### src/rtl/seq_pkg.sv
// Shared encodings for the TinyCPU fetch/decode/execute sequencer.
package seq_pkg;

    // Opcodes, taken from IR[15:12]
    localparam logic [3:0] OP_NOP  = 4'h0;
    localparam logic [3:0] OP_ALU  = 4'h1;
    localparam logic [3:0] OP_LD   = 4'h2;
    localparam logic [3:0] OP_ST   = 4'h3;
    localparam logic [3:0] OP_JMP  = 4'h4;
    localparam logic [3:0] OP_JZ   = 4'h5;
    localparam logic [3:0] OP_JNZ  = 4'h6;
    localparam logic [3:0] OP_CALL = 4'h7;
    localparam logic [3:0] OP_RET  = 4'h8;
    localparam logic [3:0] OP_HALT = 4'hF;

    // Sequencer states
    localparam logic [2:0] S_FETCH   = 3'd0;
    localparam logic [2:0] S_DECODE  = 3'd1;
    localparam logic [2:0] S_EXEC    = 3'd2;
    localparam logic [2:0] S_MEMWAIT = 3'd3;
    localparam logic [2:0] S_HALT    = 3'd4;

    // Sticky fault register bit positions
    localparam int FAULT_RAS = 0;  // return-address stack overflow/underflow
    localparam int FAULT_ILL = 1;  // illegal opcode

endpackage

### src/rtl/ras_stack.sv
// Return-address stack. The pointer runs 0..RAS_DEPTH so that "full" and
// "empty" are both directly visible without a separate count flag.
module ras_stack
    import seq_pkg::*;
#(
    parameter int ADDR_W    = 8,
    parameter int RAS_DEPTH = 4
) (
    input  logic              clk,
    input  logic              reset,
    input  logic              push,
    input  logic              pop,
    input  logic [ADDR_W-1:0] push_data,
    output logic              full,
    output logic              empty,
    output logic [ADDR_W-1:0] top
);

    localparam int IDX_W = $clog2(RAS_DEPTH);
    localparam int PTR_W = IDX_W + 1;

    logic [PTR_W-1:0]                  ptr_q, ptr_d;
    logic [RAS_DEPTH-1:0][ADDR_W-1:0]  mem_q, mem_d;
    logic [IDX_W-1:0]                  wr_idx, top_idx;

    assign full    = (ptr_q == PTR_W'(RAS_DEPTH));
    assign empty   = (ptr_q == '0);
    assign wr_idx  = IDX_W'(ptr_q);
    assign top_idx = IDX_W'(ptr_q - PTR_W'(1));
    assign top     = mem_q[top_idx];

    // Next-state: push writes at the pointer, pop just moves it back
    always_comb begin
        ptr_d = ptr_q;
        mem_d = mem_q;
        if (push && !full) begin
            mem_d[wr_idx] = push_data;
            ptr_d         = ptr_q + PTR_W'(1);
        end else if (pop && !empty) begin
            ptr_d = ptr_q - PTR_W'(1);
        end
    end

    // Stack registers
    always_ff @(posedge clk) begin
        if (reset) begin
            ptr_q <= '0;
            mem_q <= '0;
        end else begin
            ptr_q <= ptr_d;
            mem_q <= mem_d;
        end
    end

endmodule

### src/rtl/seq_ctrl.sv
// Multi-cycle fetch/decode/execute sequencer for TinyCPU. Owns the IR,
// the return-address stack and the sticky fault bits; drives PC, ALU and
// data-memory strobes as combinational functions of state, IR and inputs.
module seq_ctrl
    import seq_pkg::*;
#(
    parameter int ADDR_W    = 8,
    parameter int INSTR_W   = 16,
    parameter int RAS_DEPTH = 4
) (
    input  logic               clk,
    input  logic               reset,
    input  logic [ADDR_W-1:0]  pc_in,
    output logic               imem_req,
    input  logic               imem_ready,
    input  logic [INSTR_W-1:0] imem_rdata,
    input  logic               zero_flag,
    output logic               pc_step,
    output logic               jump_en,
    output logic [ADDR_W-1:0]  jump_addr,
    output logic               alu_en,
    output logic               reg_we,
    output logic               dmem_req,
    output logic               dmem_we,
    input  logic               dmem_ready,
    output logic [INSTR_W-1:0] ir_out,
    output logic               halted,
    output logic [1:0]         fault
);

    logic [2:0]         state_q, state_d;
    logic [INSTR_W-1:0] ir_q, ir_d;
    logic [1:0]         fault_q, fault_d;

    logic [3:0]         opcode;
    logic [ADDR_W-1:0]  ir_target;
    logic [ADDR_W-1:0]  ret_addr;

    logic               ras_push, ras_pop, ras_full, ras_empty;
    logic [ADDR_W-1:0]  ras_top;

    // Raw strobes before the reset gate
    logic               imem_req_r, pc_step_r, jump_en_r, alu_en_r, reg_we_r;
    logic               dmem_req_r, dmem_we_r, halted_r;
    logic [ADDR_W-1:0]  jump_addr_r;

    assign opcode    = ir_q[INSTR_W-1:INSTR_W-4];
    assign ir_target = ir_q[ADDR_W-1:0];
    assign ret_addr  = pc_in + ADDR_W'(1);   // wraps 0xFF -> 0x00

    ras_stack #(
        .ADDR_W    (ADDR_W),
        .RAS_DEPTH (RAS_DEPTH)
    ) u_ras (
        .clk       (clk),
        .reset     (reset),
        .push      (ras_push),
        .pop       (ras_pop),
        .push_data (ret_addr),
        .full      (ras_full),
        .empty     (ras_empty),
        .top       (ras_top)
    );

    // Sequencer next-state, IR/fault update and strobe decode
    always_comb begin
        state_d     = state_q;
        ir_d        = ir_q;
        fault_d     = fault_q;
        imem_req_r  = 1'b0;
        pc_step_r   = 1'b0;
        jump_en_r   = 1'b0;
        jump_addr_r = '0;
        alu_en_r    = 1'b0;
        reg_we_r    = 1'b0;
        dmem_req_r  = 1'b0;
        dmem_we_r   = 1'b0;
        halted_r    = 1'b0;
        ras_push    = 1'b0;
        ras_pop     = 1'b0;

        case (state_q)
            S_FETCH: begin
                imem_req_r = 1'b1;
                if (imem_ready) begin
                    ir_d    = imem_rdata;
                    state_d = S_DECODE;
                end
            end

            S_DECODE: state_d = S_EXEC;

            S_EXEC: begin
                state_d = S_FETCH;
                case (opcode)
                    OP_NOP: pc_step_r = 1'b1;
                    OP_ALU: begin
                        alu_en_r  = 1'b1;
                        reg_we_r  = 1'b1;
                        pc_step_r = 1'b1;
                    end
                    OP_LD, OP_ST: state_d = S_MEMWAIT;
                    OP_JMP: begin
                        jump_en_r   = 1'b1;
                        jump_addr_r = ir_target;
                    end
                    OP_JZ, OP_JNZ: begin
                        if (zero_flag == (opcode == OP_JZ)) begin
                            jump_en_r   = 1'b1;
                            jump_addr_r = ir_target;
                        end else begin
                            pc_step_r = 1'b1;
                        end
                    end
                    OP_CALL: begin
                        if (ras_full) begin
                            fault_d[FAULT_RAS] = 1'b1;
                            state_d            = S_HALT;
                        end else begin
                            ras_push    = 1'b1;
                            jump_en_r   = 1'b1;
                            jump_addr_r = ir_target;
                        end
                    end
                    OP_RET: begin
                        if (ras_empty) begin
                            fault_d[FAULT_RAS] = 1'b1;
                            state_d            = S_HALT;
                        end else begin
                            ras_pop     = 1'b1;
                            jump_en_r   = 1'b1;
                            jump_addr_r = ras_top;
                        end
                    end
                    OP_HALT: state_d = S_HALT;
                    default: begin
                        fault_d[FAULT_ILL] = 1'b1;
                        state_d            = S_HALT;
                    end
                endcase
            end

            S_MEMWAIT: begin
                dmem_req_r = 1'b1;
                dmem_we_r  = (opcode == OP_ST);
                if (dmem_ready) begin
                    pc_step_r = 1'b1;
                    reg_we_r  = (opcode == OP_LD);
                    state_d   = S_FETCH;
                end
            end

            S_HALT: halted_r = 1'b1;

            default: state_d = S_FETCH;
        endcase
    end

    // State, IR and sticky fault registers
    always_ff @(posedge clk) begin
        if (reset) begin
            state_q <= S_FETCH;
            ir_q    <= '0;
            fault_q <= '0;
        end else begin
            state_q <= state_d;
            ir_q    <= ir_d;
            fault_q <= fault_d;
        end
    end

    // Nothing escapes while reset is held, whatever state we were in
    assign imem_req  = imem_req_r & ~reset;
    assign pc_step   = pc_step_r  & ~reset;
    assign jump_en   = jump_en_r  & ~reset;
    assign jump_addr = reset ? '0 : jump_addr_r;
    assign alu_en    = alu_en_r   & ~reset;
    assign reg_we    = reg_we_r   & ~reset;
    assign dmem_req  = dmem_req_r & ~reset;
    assign dmem_we   = dmem_we_r  & ~reset;
    assign halted    = halted_r   & ~reset;
    assign ir_out    = ir_q;
    assign fault     = fault_q;

endmodule
### config.mk
export PLATFORM = sky130hd
export DESIGN_NAME = seq_ctrl
export DESIGN_NICKNAME = d
export VERILOG_FILES = /design/src/rtl/seq_pkg.sv /design/src/rtl/ras_stack.sv /design/src/rtl/seq_ctrl.sv
export SDC_FILE = /design/constraint.sdc
export NUM_CORES = 1
export LEC_CHECK = 0
export CORE_MARGIN = 4
export CORE_UTILIZATION = 50
export CTS_BUF_LIST = sky130_fd_sc_hd__clkbuf_8
export CTS_CLUSTER_DIAMETER = 150
export DETAILED_ROUTE_END_ITERATION = 8
export GPL_ROUTABILITY_DRIVEN = 0
export PLACE_DENSITY_LB_ADDON = 0.05
export SETUP_SLACK_MARGIN = 0.15
export SYNTH_ARGS = -nofsm -noshare
export SYNTH_HDL_FRONTEND = slang
export SYNTH_HIERARCHICAL = 1
export SYNTH_SLANG_ARGS = --single-unit
export TNS_END_PERCENT = 10
### constraint.sdc
create_clock -name clk -period 7 [get_ports clk]
set_input_delay 1.4 -clock clk [delete_from_list [all_inputs] [get_ports clk]]
set_output_delay 1.4 -clock clk [all_outputs]
set_load 0.03 [all_outputs]
==> results.py, run 1 <==
metrics = {
    "run_status": {
        "status": "complete, no violations",
    },
    "placement": {
        "portBuffers": 62,
        "dp_hpwl_mm": 5.180,
        "place_inst": 468,
        "dpl_cell_area_um2": 3458,
    },
    "finish": {
        "area_growth_pct": 24.39,
        "final_cells": 476,
        "drive_gt1_share_pct": 7.921,
        "register_area_um2": 1121,
        "nets": 438,
        "design_area_um2": 3580,
        "diodes": 0,
        "multiInputGateArea_um2": 1587,
        "fill_cells": 517,
    },
    "grt": {
        "global_route.usage.total_pct": 21.43,
        "gr-total-overflow": 0,
        "grt_max_degree": 61,
        "grt_pass1_vias": 2449,
        "antenna_found_initial": 0,
        "grt_pass1_wl_mm": 12.38,
    },
    "sta": {
        "fmax_ghz": 0.1925,
        "final-setup-viol-count": 0,
        "finalHoldViolCount": 0,
        "period_share_pct": 74.22,
        "relSlewSlack_pct": 27.74,
        "min_period_ps": 5195,
        "setup_tns_ps": 0,
        "slew_viol_final": 0,
        "rsz0062_at_grt": "false",
        "worst_pin_slew_ps": 1084,
        "fin_worst_skew_ps": 11.08,
        "hold_slack_ps": 460.5,
    },
    "power_and_ir_drop": {
        "totalPowerFinal_mw": 0.6644,
        "p_leak_nw": 1.183,
        "vdd_drop_max_mv": 0.1425,
        "power_density_nw_per_um2": 185.6,
    },
    "yosys": {
        "yosys.cell_types.count": 47,
        "synth_ff_type": "dfxtp_1",
        "syn-num-nets": 395,
        "synth_edf_count": 0,
        "synth-seq-cells": 56,
        "async_flop_share_pct": 0,
        "yosysSeqAreaShare_pct": 38.96,
        "synth-warning-count": 6,
        "syn-cell-area_um2": 2878,
        "avgSynthCellArea_um2": 7.994,
        "syn_inst": 360,
    },
    "cts": {
        "clock_latency_ps": 310,
        "cts_hold_buf": 0,
        "cts_tree": "yes",
        "postCtsSetupRepairBufs": 0,
        "root_buffer": "clkbuf_8",
        "cts_resized": 0,
        "clockBufferDepth": 2,
        "htree_levels": 2,
        "clock_sinks": 56,
        "path_clk_slew_ps": 90,
        "numCtsBuffers": 5,
    },
    "drt": {
        "num_vias": 2692,
        "drtPass1Iterations": 4,
        "dr.first_iter.drc_count": 168,
        "ant_nets": 0,
        "drc": 0,
        "wl_mm": 7.547,
        "wl_per_cell_um": 15.86,
        "viasPerCell": 5.655,
    },
    "die": {
        "core_um2": 5540,
        "fp-row-count": 27,
        "ios": 63,
        "die-width_um": 83.87,
        "start_util_pct": 51.94,
        "die_area_um2": 7033,
        "fp.dieH_um": 83.87,
    },
    "worst_setup_path": {
        "timing.rr.start": "u_ras/ptr_q[0]$_SDFFE_PP0P_",
        "critPathLaunchType": "primary input",
        "reg2regPathDepth": 10,
        "endpoint": "jump_addr[4]",
        "r2r-end": "u_ras/ptr_q[1]$_SDFFE_PP0P_",
        "cp_data_required_time_ps": 5600,
        "critPathCaptureType": "output port",
        "r2r_slack_ps": 3670,
        "critPathMaxFanout": 9,
        "crit_type": "primary input to output port",
        "crit_path_start": "zero_flag",
        "cp.arrival_ps": 3800,
    },
    "job": {
        "cap_violations": 0,
    },
    "worst_hold_path": {
        "hp-class": "flop to flop",
    },
}
-- final cells by class --
cell class | instances | share of cell area (%)
Inverter | 8 | 0.8389
Tap cell | 72 | 2.517
Timing Repair Buffer | 64 | 17.62
Sequential cell | 56 | 31.32
Clock buffer | 6 | 2.307
Clock inverter | 2 | 1.084
Multi-Input combinational cell | 268 | 44.32
-- synthesized netlist by cell type (2+ instances only) --
cell      number  share of area (%)
nand2_1       72                9.4
dfxtp_1       56                 39
a21oi_1       54                9.4
nand3_1       39                6.8
nor2_1        23                3.0
clkbuf_1      13                1.7
a22oi_1        8                2.1
inv_1          8                1.0
mux4_2         8                6.3
buf_2          6                1.0
ha_1           6                2.6
nor4_1         6                1.3
xnor2_1        5                1.5
nand2b_1       4               0.87
a31oi_1        3               0.65
and2_1         3               0.65
and3_1         3               0.65
buf_1          3               0.39
buf_6          3                1.2
nand2_2        3               0.65
or2_2          3               0.65
a41oi_1        2               0.61
buf_4          2               0.52
nor3b_1        2               0.52
o21ai_0        2               0.35
xor2_1         2               0.61
-- logic make-up (layout without fill, tap and decap cells) --
group,Yosys count,after routing,synth area share [%]
fa+ha+maj,6,6,2.609
flops,56,56,38.96
buf+inv,36,80,6.217
mux,9,9,6.652
simple gates,165,165,26.35
compound gates,81,81,17.09
xor+xnor,7,7,2.130
-- flip-flops by register name, indices dropped and copies added, names as in the netlist --
signal / cells
fault: 2
ir_out: 16
state_q: 3
u_ras/mem_q: 32
u_ras/ptr_q: 3
-- worst min path at each step --
stage	startpoint	end	slack, ps	cells after the start
floorplan	u_ras/mem_q[10]$_SDFFE_PP0P_	u_ras/mem_q[10]$_SDFFE_PP0P_	430	2
global placement	u_ras/mem_q[22]$_SDFFE_PP0P_	u_ras/mem_q[22]$_SDFFE_PP0P_	440	2
detailed placement	u_ras/mem_q[18]$_SDFFE_PP0P_	u_ras/mem_q[18]$_SDFFE_PP0P_	450	2
CTS	u_ras/mem_q[31]$_SDFFE_PP0P_	u_ras/mem_q[31]$_SDFFE_PP0P_	460	2
global route	ir_out[10]$_SDFFE_PP0P_	ir_out[10]$_SDFFE_PP0P_	480	2
finish	u_ras/mem_q[31]$_SDFFE_PP0P_	u_ras/mem_q[31]$_SDFFE_PP0P_	460	2
-- layout by cell type, fill, tap and decap left out, drive strengths merged, types with 2 or more instances in the layout --
master         count
and2               3
a21oi             54
nand2             75
ha                 6
clkbuf             6
clkdlybuf4s50     61
nand3             39
xnor2              5
nor2              23
a31oi              3
xor2               2
or2                4
mux4               8
o21ai              2
inv                8
buf                3
a41oi              2
dfxtp             56
a22oi              8
and3               3
nor4               6
nor3b              2
nand2b             4
-- report_power, final --
| group | leakage (nW) | internal, mW | switching [mW] | total, mW |
|---|---|---|---|---|
| logic | 0.667 | 0.0436 | 0.0571 | 0.101 |
| registers | 0.454 | 0.327 | 0.0142 | 0.342 |
| clock network | 0.0614 | 0.117 | 0.105 | 0.222 |
-- layer usage --
metal	global-route usage, %	share of wire (%)
met4	5.702	1.1
met2	34.42	47
met1	29.49	46
met3	4.146	5.9
met5	0	0
-- worst max-delay path, stage by stage --
cell             delay, ps
clkdlybuf4s50_1        490
mux2_2                 330
a21oi_1                590
a22oi_1                150
nor2_1                 150
clkdlybuf4s50_1        680
-- through the flow --
stage,setup slack [ps],util [%]
final,1805,64.61
after CTS,1843,64.61
after global routing,1563,64.61
after floorplan,2724,-
after detailed placement,1847,62.42
after global placement,1894,62.42
Note: power is estimated with default switching activity, not from simulation.
==> inputs of run 2 (changes only) <==
--- a/config.mk
+++ b/config.mk
@@ -6,7 +6,7 @@
 export NUM_CORES = 1
 export LEC_CHECK = 0
 export CORE_MARGIN = 4
-export CORE_UTILIZATION = 50
+export CORE_UTILIZATION = 47
 export CTS_BUF_LIST = sky130_fd_sc_hd__clkbuf_8
 export CTS_CLUSTER_DIAMETER = 150
 export DETAILED_ROUTE_END_ITERATION = 8
==> constraint.sdc (replaced) <==
create_clock -name clk -period 4.16 [get_ports clk]
set_input_delay 0.832 -clock clk [delete_from_list [all_inputs] [get_ports clk]]
set_output_delay 0.832 -clock clk [all_outputs]
set_load 0.03 [all_outputs]
==> run 2 against run 1 <==
  * Hold slack got worse by 5.1 ps
  * Cell area up 0.11%
  * Register-to-register slack worse by 2400 ps
  * Global-route usage decreased by 0.84 points
  * Die area grew 5.8%
  * Wire length shrank 0.60%
  * Sequential share of layout area hardly changed
  * Non-clock buffer count is 4 higher
  * Largest power group unchanged
  * Critical endpoint is now jump_addr[0]
==> results.py, run 2 (synthesis results as in run 1) <==
metrics = {
    "drt": {
        "wl_per_cell_um": 15.53,
        "dr.first_iter.drc_count": 220,
        "drtPass1Iterations": 4,
        "ant_nets": 0,
        "drc": 0,
        "viasPerCell": 5.634,
        "num_vias": 2721,
        "wl_mm": 7.502,
    },
    "sta": {
        "setup_slack_ps": 390.7,
        "finalHoldViolCount": 0,
        "slew_viol_final": 0,
        "setup_tns_ps": 0,
        "period_share_pct": 90.61,
        "fmax_ghz": 0.2653,
        "rsz0062_at_grt": "false",
        "relSlewSlack_pct": 47.84,
        "worst_pin_slew_ps": 777.8,
        "final-setup-viol-count": 0,
        "min_period_ps": 3769,
        "fin_worst_skew_ps": 8.755,
    },
    "finish": {
        "area_growth_pct": 24.52,
        "top_register": "u_ras/mem_q",
        "largest_register_ffs": 32,
        "final_common_cell": "nand2_1",
        "drive_gt1_share_pct": 8.578,
        "final_cells": 483,
        "final_cell_mix": "72 x nand2_1, 61 x clkdlybuf4s50_1, 56 x dfxtp_1, 54 x a21oi_1, 39 x nand3_1",
        "diodes": 0,
        "design_area_um2": 3583,
        "nets": 442,
        "fill_cells": 559,
    },
    "grt": {
        "grt_use_met3_pct": 2.757,
        "grt_use_met1_pct": 30.88,
        "grt_pass1_wl_mm": 12.41,
        "antenna_found_initial": 0,
        "grt_util_met2_pct": 31.11,
        "gr-total-overflow": 0,
        "gr-max-usage-layer": "met2",
        "global_route.usage.total_pct": 20.59,
        "grt_max_degree": 41,
        "grt_pass1_vias": 2507,
    },
    "cts": {
        "clockBufferDepth": 2,
        "cts_hold_buf": 0,
        "cts_tree": "yes",
        "clock_latency_ps": 310,
        "numCtsBuffers": 5,
        "htree_levels": 2,
        "path_clk_slew_ps": 100,
        "cts_resized": 0,
        "clock_sinks": 56,
        "root_buffer": "clkbuf_8",
        "postCtsSetupRepairBufs": 0,
    },
    "power_and_ir_drop": {
        "p_sw_mw": 0.2978,
        "clock_power_share_pct": 29.6,
        "intPower_mw": 0.7623,
        "vdd_drop_max_mv": 0.1733,
        "totalPowerFinal_mw": 1.060,
        "seq_power_share_pct": 54.2,
        "combPwrFrac_pct": 16.2,
        "power_density_nw_per_um2": 295.8,
        "p_leak_nw": 1.192,
        "swShare_pct": 28.09,
    },
    "worst_setup_path": {
        "crit_type": "flop to output port",
        "cp_data_required_time_ps": 3330,
        "r2r-end": "u_ras/mem_q[24]$_SDFFE_PP0P_",
        "cp.depth": 8,
        "critPathMaxFanout": 10,
        "timing.rr.start": "state_q[1]$_SDFFE_PP0P_",
        "crit_family": "simple AND/OR/NAND/NOR gates",
        "endpoint": "jump_addr[0]",
        "cp_slowest_cell": "clkdlybuf4s50_1",
        "critPathCaptureType": "output port",
        "crit_path_start": "u_ras/ptr_q[1]$_SDFFE_PP0P_",
        "critPathLaunchType": "flop",
        "cpPeakStageDelay_ps": 680,
        "reg2regPathDepth": 8,
        "cp.arrival_ps": 2940,
        "r2r_slack_ps": 1260,
        "crit_chain": "inv_1 > ha_1 > nor2b_2 > nor4_1 > and2_1 > a22oi_1 > nor2_1 > clkdlybuf4s50_1",
        "critPathBufInv": 2,
    },
    "placement": {
        "portBuffers": 62,
        "place_inst": 475,
        "dpl_cell_area_um2": 3487,
        "place_ws_ps": 485.7,
        "dp_hpwl_mm": 5.268,
    },
    "die": {
        "core_um2": 5921,
        "die_area_um2": 7439,
        "start_util_pct": 48.61,
        "fp.dieH_um": 86.25,
        "fp-row-count": 28,
        "ios": 63,
        "die-width_um": 86.25,
    },
    "worst_hold_path": {
        "hp-class": "flop to flop",
    },
    "run_status": {
        "status": "complete, no violations",
    },
    "job": {
        "cap_violations": 0,
    },
}
## run 2: routing by layer
metal	up-vias	part of all wire, %	wire length (µm)
met5	-	0	0
met4	0	0.45	34
met3	4	5.7	430
met2	87	45	3361
met1	1284	49	3675
li1	1346	-	-
## run 2: worst min path at each step
| stage | start | endpoint | slack (ps) | cells past startpoint |
|---|---|---|---|---|
| 3_3_place_gp | u_ras/mem_q[6]$_SDFFE_PP0P_ | u_ras/mem_q[6]$_SDFFE_PP0P_ | 440 | 2 |
| 5_1_grt | u_ras/mem_q[5]$_SDFFE_PP0P_ | u_ras/mem_q[5]$_SDFFE_PP0P_ | 480 | 2 |
| 3_5_place_dp | u_ras/mem_q[6]$_SDFFE_PP0P_ | u_ras/mem_q[6]$_SDFFE_PP0P_ | 450 | 2 |
| 6_report | u_ras/mem_q[22]$_SDFFE_PP0P_ | u_ras/mem_q[22]$_SDFFE_PP0P_ | 460 | 2 |
| 2_1_floorplan | u_ras/mem_q[10]$_SDFFE_PP0P_ | u_ras/mem_q[10]$_SDFFE_PP0P_ | 430 | 2 |
| 4_1_cts | u_ras/mem_q[22]$_SDFFE_PP0P_ | u_ras/mem_q[22]$_SDFFE_PP0P_ | 460 | 2 |
## run 2: worst register-to-register path, delay by kind of cell (launching register included)
family / cells / cell delay (ps)
buffers and inverters: 2 / 580
AOI/OAI and AO/OA: 2 / 810
and+or+nand+nor: 4 / 950
DFF: 1 / 480
## run 2: metrics by stage
stage	utilization, %	hold WS (ps)
floorplan	-	433.1
finish	60.52	455.4
detailed placement	58.90	445.6
global route	60.52	480.3
global placement	58.90	440.3
CTS	60.52	460.3
## run 2: power by group through the flow
| stage | Clock [mW] | Combinational (mW) | Sequential [mW] |
|---|---|---|---|
| global route | 0.347 | 0.186 | 0.579 |
| CTS | 0.324 | 0.172 | 0.575 |
| detailed placement | 0 | 0.171 | 0.587 |
| floorplan | 0 | 0.0857 | 0.599 |
| finish | 0.314 | 0.171 | 0.575 |
| global placement | 0 | 0.170 | 0.587 |
## run 2: layout make-up
| type | count | area, µm² | share of cell area (%) |
|---|---|---|---|
| Timing Repair Buffer | 68 | 660.6 | 18.44 |
| Clock inverter | 2 | 13.76 | 0.3841 |
| Clock buffer | 6 | 82.58 | 2.304 |
| Multi-Input combinational cell | 268 | 1582 | 44.13 |
| Inverter | 8 | 30.03 | 0.8380 |
| Tap cell | 75 | 93.84 | 2.619 |
| Sequential cell | 56 | 1121 | 31.29 |
